`config.mk`:
```
export PLATFORM = sky130hd
export DESIGN_NAME = led_grant_arbiter_flat
export DESIGN_NICKNAME = d
export VERILOG_FILES = /design/src/rtl/led_grant_arbiter_if.sv /design/src/rtl/led_grant_arbiter.sv /design/src/flat_wrapper.sv
export SDC_FILE = /design/constraint.sdc
export NUM_CORES = 1
export LEC_CHECK = 0
export ABC_AREA = 0
export BUFFER_PORTS_ARGS = -buffer_cell sky130_fd_sc_hd__clkbuf_2
export CELL_PAD_IN_SITES_DETAIL_PLACEMENT = 1
export CELL_PAD_IN_SITES_GLOBAL_PLACEMENT = 2
export CORE_MARGIN = 2
export CORE_UTILIZATION = 33
export DETAILED_ROUTE_END_ITERATION = 8
export PLACE_DENSITY = 0.71
export RECOVER_POWER = 100
export SYNTH_ARGS = -nofsm -noshare
export SYNTH_HDL_FRONTEND = slang
export SYNTH_SLANG_ARGS = --single-unit
```
`constraint.sdc`:
```
create_clock -name i_Clk -period 2.4 [get_ports i_Clk]
set_clock_uncertainty 0.15 [all_clocks]
set_input_delay 0.6 -clock i_Clk [delete_from_list [all_inputs] [get_ports i_Clk]]
set_output_delay 0.6 -clock i_Clk [all_outputs]
set_load 0.01 [all_outputs]
```
`src/rtl/led_grant_arbiter_if.sv`:
```
// led_grant_arbiter_if: switch-to-LED bus between the board pins and the grant arbiter
// Signals: i_Switch raw switch levels (1 = request); o_Grant one-hot LED grant;
//          o_Busy any grant asserted; o_Req filtered request vector (debug)
// Modports: master drives switches and observes grants, slave is the arbiter side
interface led_grant_arbiter_if #(parameter int NUM_REQ = 4);
  logic [NUM_REQ-1:0] i_Switch;
  logic [NUM_REQ-1:0] o_Grant;
  logic [NUM_REQ-1:0] o_Req;
  logic               o_Busy;
  modport master (output i_Switch, input o_Grant, o_Busy, o_Req);
  modport slave  (input i_Switch, output o_Grant, o_Busy, o_Req);
endinterface

```
`src/rtl/led_grant_arbiter.sv`:
```
// led_grant_arbiter: round-robin owner of the LED bank among synchronised, optionally debounced switches
// Ports: i_Clk rising-edge clock; i_Rst_L async active-low reset;
//        bus (slave): i_Switch in, o_Grant / o_Busy / o_Req registered outputs
// Option: define DEBOUNCE_EN to insert a DEBOUNCE_LIMIT-cycle stability filter per channel
module led_grant_arbiter #(
  parameter int NUM_REQ        = 4,
  parameter int DEBOUNCE_LIMIT = 250000,
  parameter int CLKS_PER_SLICE = 25000000
) (
  input logic               i_Clk,
  input logic               i_Rst_L,
  led_grant_arbiter_if.slave bus
);
  typedef enum logic [1:0] {IDLE, GRANT, GAP} state_t;
  localparam int OW = $clog2(NUM_REQ);
  localparam int SW = CLKS_PER_SLICE > 1 ? $clog2(CLKS_PER_SLICE) : 1;
  logic [NUM_REQ-1:0] s1_q, s2_q, r, req_q, grant_q, grant_d;
  logic               busy_q, busy_d, sel_vld, sat, others;
  state_t             state_q, state_d;
  logic [OW-1:0]      owner_q, owner_d, last_q, last_d, sel;
  logic [SW-1:0]      slice_q, slice_d;
  always_ff @(posedge i_Clk or negedge i_Rst_L) begin
    if (!i_Rst_L) {s2_q, s1_q} <= '0;
    else {s2_q, s1_q} <= {s1_q, bus.i_Switch};
  end
`ifdef DEBOUNCE_EN
  localparam int DW = DEBOUNCE_LIMIT > 1 ? $clog2(DEBOUNCE_LIMIT) : 1;
  for (genvar g = 0; g < NUM_REQ; g++) begin : g_db
    logic [DW-1:0] cnt_q;
    logic          stable_q, mis, hit;
    assign mis  = s2_q[g] ^ stable_q;
    // the cycle the mismatch has lasted DEBOUNCE_LIMIT cycles the new level is accepted
    assign hit  = mis && cnt_q == DW'(DEBOUNCE_LIMIT - 1);
    assign r[g] = stable_q;
    always_ff @(posedge i_Clk or negedge i_Rst_L) begin
      if (!i_Rst_L) begin
        cnt_q    <= '0;
        stable_q <= 1'b0;
      end else begin
        cnt_q    <= (mis && !hit) ? cnt_q + 1'b1 : '0;
        stable_q <= stable_q ^ hit;
      end
    end
  end
`else
  assign r = s2_q;
`endif
  // round-robin pick: descending scan so the nearest requester after last_q wins
  always_comb begin
    sel     = last_q;
    sel_vld = 1'b0;
    for (int i = NUM_REQ; i >= 1; i--) begin
      if (r[(int'(last_q) + i) % NUM_REQ]) begin
        sel     = OW'((int'(last_q) + i) % NUM_REQ);
        sel_vld = 1'b1;
      end
    end
  end
  assign sat    = slice_q == SW'(CLKS_PER_SLICE - 1);
  assign others = |(r & ~grant_q);
  always_comb begin
    state_d = state_q;
    owner_d = owner_q;
    last_d  = last_q;
    slice_d = (state_q == GRANT && !sat) ? slice_q + 1'b1 : slice_q;
    if (state_q == IDLE && sel_vld) begin
      state_d = GRANT;
      owner_d = sel;
      last_d  = sel;
      slice_d = '0;
    end else if (state_q == GRANT && (!r[owner_q] || (sat && others))) begin
      state_d = GAP;
    end else if (state_q == GAP) begin
      state_d = IDLE;
    end
  end
  always_comb begin
    grant_d = (state_d == GRANT) ? NUM_REQ'(1) << owner_d : '0;
    busy_d  = state_d == GRANT;
  end
  always_ff @(posedge i_Clk or negedge i_Rst_L) begin
    if (!i_Rst_L) begin
      state_q <= IDLE;
      owner_q <= '0;
      last_q  <= OW'(NUM_REQ - 1);
      slice_q <= '0;
      grant_q <= '0;
      busy_q  <= 1'b0;
      req_q   <= '0;
    end else begin
      state_q <= state_d;
      owner_q <= owner_d;
      last_q  <= last_d;
      slice_q <= slice_d;
      grant_q <= grant_d;
      busy_q  <= busy_d;
      req_q   <= r;
    end
  end
  assign bus.o_Grant = grant_q;
  assign bus.o_Busy  = busy_q;
  assign bus.o_Req   = req_q;
endmodule

```
`src/flat_wrapper.sv`:
```
// flat-port wrapper written by rule: the top's interface ports become plain ports
module led_grant_arbiter_flat 
#(
  parameter int NUM_REQ        = 4,
  parameter int DEBOUNCE_LIMIT = 250000,
  parameter int CLKS_PER_SLICE = 25000000
)
  (i_Clk, i_Rst_L, bus_i_Switch, bus_o_Grant, bus_o_Busy, bus_o_Req);
  led_grant_arbiter_if #(.NUM_REQ(NUM_REQ)) bus_i ();
  input logic i_Clk;
  input logic i_Rst_L;
  input wire logic [$bits(bus_i.i_Switch)-1:0] bus_i_Switch;
  output wire logic [$bits(bus_i.o_Grant)-1:0] bus_o_Grant;
  output wire logic [$bits(bus_i.o_Busy)-1:0] bus_o_Busy;
  output wire logic [$bits(bus_i.o_Req)-1:0] bus_o_Req;
  assign bus_i.i_Switch = bus_i_Switch;
  assign bus_o_Grant = bus_i.o_Grant;
  assign bus_o_Busy = bus_i.o_Busy;
  assign bus_o_Req = bus_i.o_Req;
  led_grant_arbiter #(.NUM_REQ(NUM_REQ), .DEBOUNCE_LIMIT(DEBOUNCE_LIMIT), .CLKS_PER_SLICE(CLKS_PER_SLICE)) u_core (.i_Clk(i_Clk), .i_Rst_L(i_Rst_L), .bus(bus_i));
endmodule
```
==> out/qor.csv <==
metric,value,unit
Critical Path Stages,5,
CTS root buf,clkbuf_8,
"Reg clk slew, reported paths",0.10,ns
top-count cell post-synth,dfrtp_1,
largest net degree at the start of global routing,49,
WHS Path Cells,0,
first-pass GRT wire length,8.35,mm
kind of critical path,flop to flop,
Yosys warnings,0,
"EDFF count, synth",0,
initial antenna violation count,0,
slowest cell on the critical path,or4_1,
mux share of post-synthesis cell area,0.0105,
Synth Instances,204,
post-synthesis adder-cell area fraction,0.00581,
GRT Residual Overflow,0,
Initial Utilization,0.339,
largest family of logic cells by synthesized area,simple AND/OR/NAND/NOR gates,
Total Wirelength,4.62,mm
Fin. Hold Viols,0,
Overall Global Routing Usage,0.146,
routed len/inst,15.1,um
CP Launch Type,flop,
Crit path largest cell delay,0.49,ns
vias post-DR,1586,
DIE HEIGHT,84.8,um
GPL Wtd Cong,0.732,
post-CTS setup buffer count,0,
R2R Setup Slk,0.16,ns
Routed Antenna Nets,0,
Die Footprint,7190,um2
Worst-Margin Slew,1.20,ns
Pre-Repair DR Iteration Count,5,
post_cts resized,0,
Core ar.,6350,um2
Final Max Tran Viols,0,
Area growth syn-to-layout,12.5,%
"Hold-fix buffers, CTS",0,
clk_lat worst skew,0.30,ns
Lkg Pwr,0.00104,uW
Syn Nets,211,
fraction of layout instances using a drive strength above 1,0.127,
DRT iter0 DRCs,65,
clock sink count,48,
max cap viols,0,
CP Cell Sequence,and4_1 > and4_4 > a311o_1 > or4_1 > a21oi_1,
CP required,2.47,ns
RSZ-0062 raised after global routing,false,
status,finished clean,
Synth Area in Compound Gates,0.105,
TritonCTS Buffers,5,
"Buf+Inv Stages, Crit Path",0,
I/O Buffers,14,
Synth top area share,0.534,
Die X,84.8,um
maximum VDD drop,0.294,mV
"top cells by count, synth","dfrtp_1 (46), nor2_1 (27), xor2_1 (13), nand4_1 (12), a21oi_1 (8)",
Longest Clk Path Bufs,2,
average cell area after synthesis,10.6,um2
num rows,29,
# fillers,700,
DRC Markers,0,
top_reg_cell synth,dfrtp_1,
CP arrival,2.31,ns
H-tree depth,2,
power per standard cell area,864,nW/um2
Ant. Diodes,0,
register bit total from synthesis,48,
Post-Synth Simple-Gate Area,0.222,
normalized max-slew margin,0.198,
"Distinct cells, synth",40,
setup violators final,0,
Ports,15,
final core occ,0.382,
dpl hpwl,3.18,mm
Final min period,2.24,ns
sequential fraction of the synthesis area,0.559,
CP Capture Type,flop,
fmax,447,MHz
fin crit share,0.932,
crit-path leading delay family,simple AND/OR/NAND/NOR gates,
vias in the first global route,1657,
TNS Setup,0,ns
detailed-route vias per instance,5.18,
crit-path max FO,9,
dominant cells by area after synthesis,"dfrtp_1 (53%), xor2_1 (5.3%), nor2_1 (4.7%), nand4_1 (3.5%), dfstp_2 (2.4%)",
Post-synth ARST share,1.00,
post-synth top area cell,dfrtp_1,
fin nets,235,
Mapped Area,2150,um2
worst min-delay path class,flop to flop,
XOR/XNOR Fraction of Synth Area,0.0650,
CTS tree,done,
cells on worst reg2reg path,5,
where the power goes:
group          switching [uW]  internal (uW)
logic                     325            198
registers                 118            941
clock network             299            213
routing by layer:
| layer | track usage | up-vias | share of wire |
|---|---|---|---|
| met4 | 0.0433 | 0 | 0.0067 |
| met1 | 0.216 | 793 | 0.51 |
| met5 | 0 | - | 0 |
| met2 | 0.214 | 13 | 0.46 |
| li1 | - | 778 | - |
| met3 | 0.0324 | 2 | 0.020 |
worst paths after layout:
kind | start | end
setup reg to reg | u_core.slice_q[11]$_DFFE_PN0P_ | u_core.slice_q[8]$_DFFE_PN0P_
hold / removal | u_core.s1_q[1]$_DFF_PN0_ | u_core.r[1]$_DFF_PN0_
min in group asynchronous | i_Rst_L | u_core.slice_q[14]$_DFFE_PN0P_
hold reg to reg | u_core.s1_q[1]$_DFF_PN0_ | u_core.r[1]$_DFF_PN0_
max in group asynchronous | i_Rst_L | u_core.slice_q[23]$_DFFE_PN0P_
setup / recovery | u_core.slice_q[11]$_DFFE_PN0P_ | u_core.slice_q[8]$_DFFE_PN0P_
final cells by class:
| class | instances | area, um2 | area share |
|---|---|---|---|
| Clock buffer | 5 | 68.8 | 0.0284 |
| Multi-Input combinational cell | 141 | 888 | 0.367 |
| Clock inverter | 3 | 25.0 | 0.0103 |
| Timing Repair Buffer | 25 | 115 | 0.0475 |
| Sequential cell | 48 | 1200 | 0.497 |
| Tap cell | 77 | 96.3 | 0.0398 |
| Inverter | 7 | 26.3 | 0.0108 |
kinds of logic after synthesis:
| group | Yosys count |
|---|---|
| simple gates | 89 |
| buf+inv | 15 |
| flops | 48 |
| xor+xnor | 16 |
| fa+ha+maj | 1 |
| compound gates | 34 |
| mux | 1 |
state kept, by name, indices dropped and copies added (netlist names):
| signal | flops |
|---|---|
| u_core.bus.o_Busy | 1 |
| u_core.bus.o_Grant | 4 |
| u_core.bus.o_Req | 4 |
| u_core.last_q | 2 |
| u_core.owner_q | 2 |
| u_core.r | 4 |
| u_core.s1_q | 4 |
| u_core.slice_q | 25 |
| u_core.state_q | 2 |
worst register-to-register path: stages, from the launching register on:
cell	delay [ns]
dfrtp_1	0.47
and4_1	0.26
and4_4	0.21
a311o_1	0.42
or4_1	0.49
a21oi_1	0.16
placed cells by master (no fill, tap or decap), drive strengths merged, types with 3 or more instances in the layout:
cell     n
dfrtp   46
nor2    27
clkbuf  27
xor2    13
nand4   12
inv      9
a21oi    8
nand2    7
o21ai    7
o31ai    7
and3     6
nand3    6
nor2b    5
nor3     5
nor4     4
o211ai   4
or2      3
xnor2    3
buf      3
and4     3
stage by stage:
stage / area, um2 / power [uW] / hold slack [ns] / cells / setup WS (ns)
2_1_floorplan: 2150 / 1430 / 0.154 / 204 / 0.304
3_5_place_dp: 2360 / 1620 / 0.189 / 298 / 0.212
6_report: 2420 / 2090 / 0.209 / 306 / 0.163
5_1_grt: 2420 / 2270 / 0.218 / 306 / 0.0305
4_1_cts: 2460 / 2140 / 0.213 / 306 / 0.190
3_3_place_gp: 2360 / 1600 / 0.183 / 298 / 0.268
(Power assumes the default switching activity.)
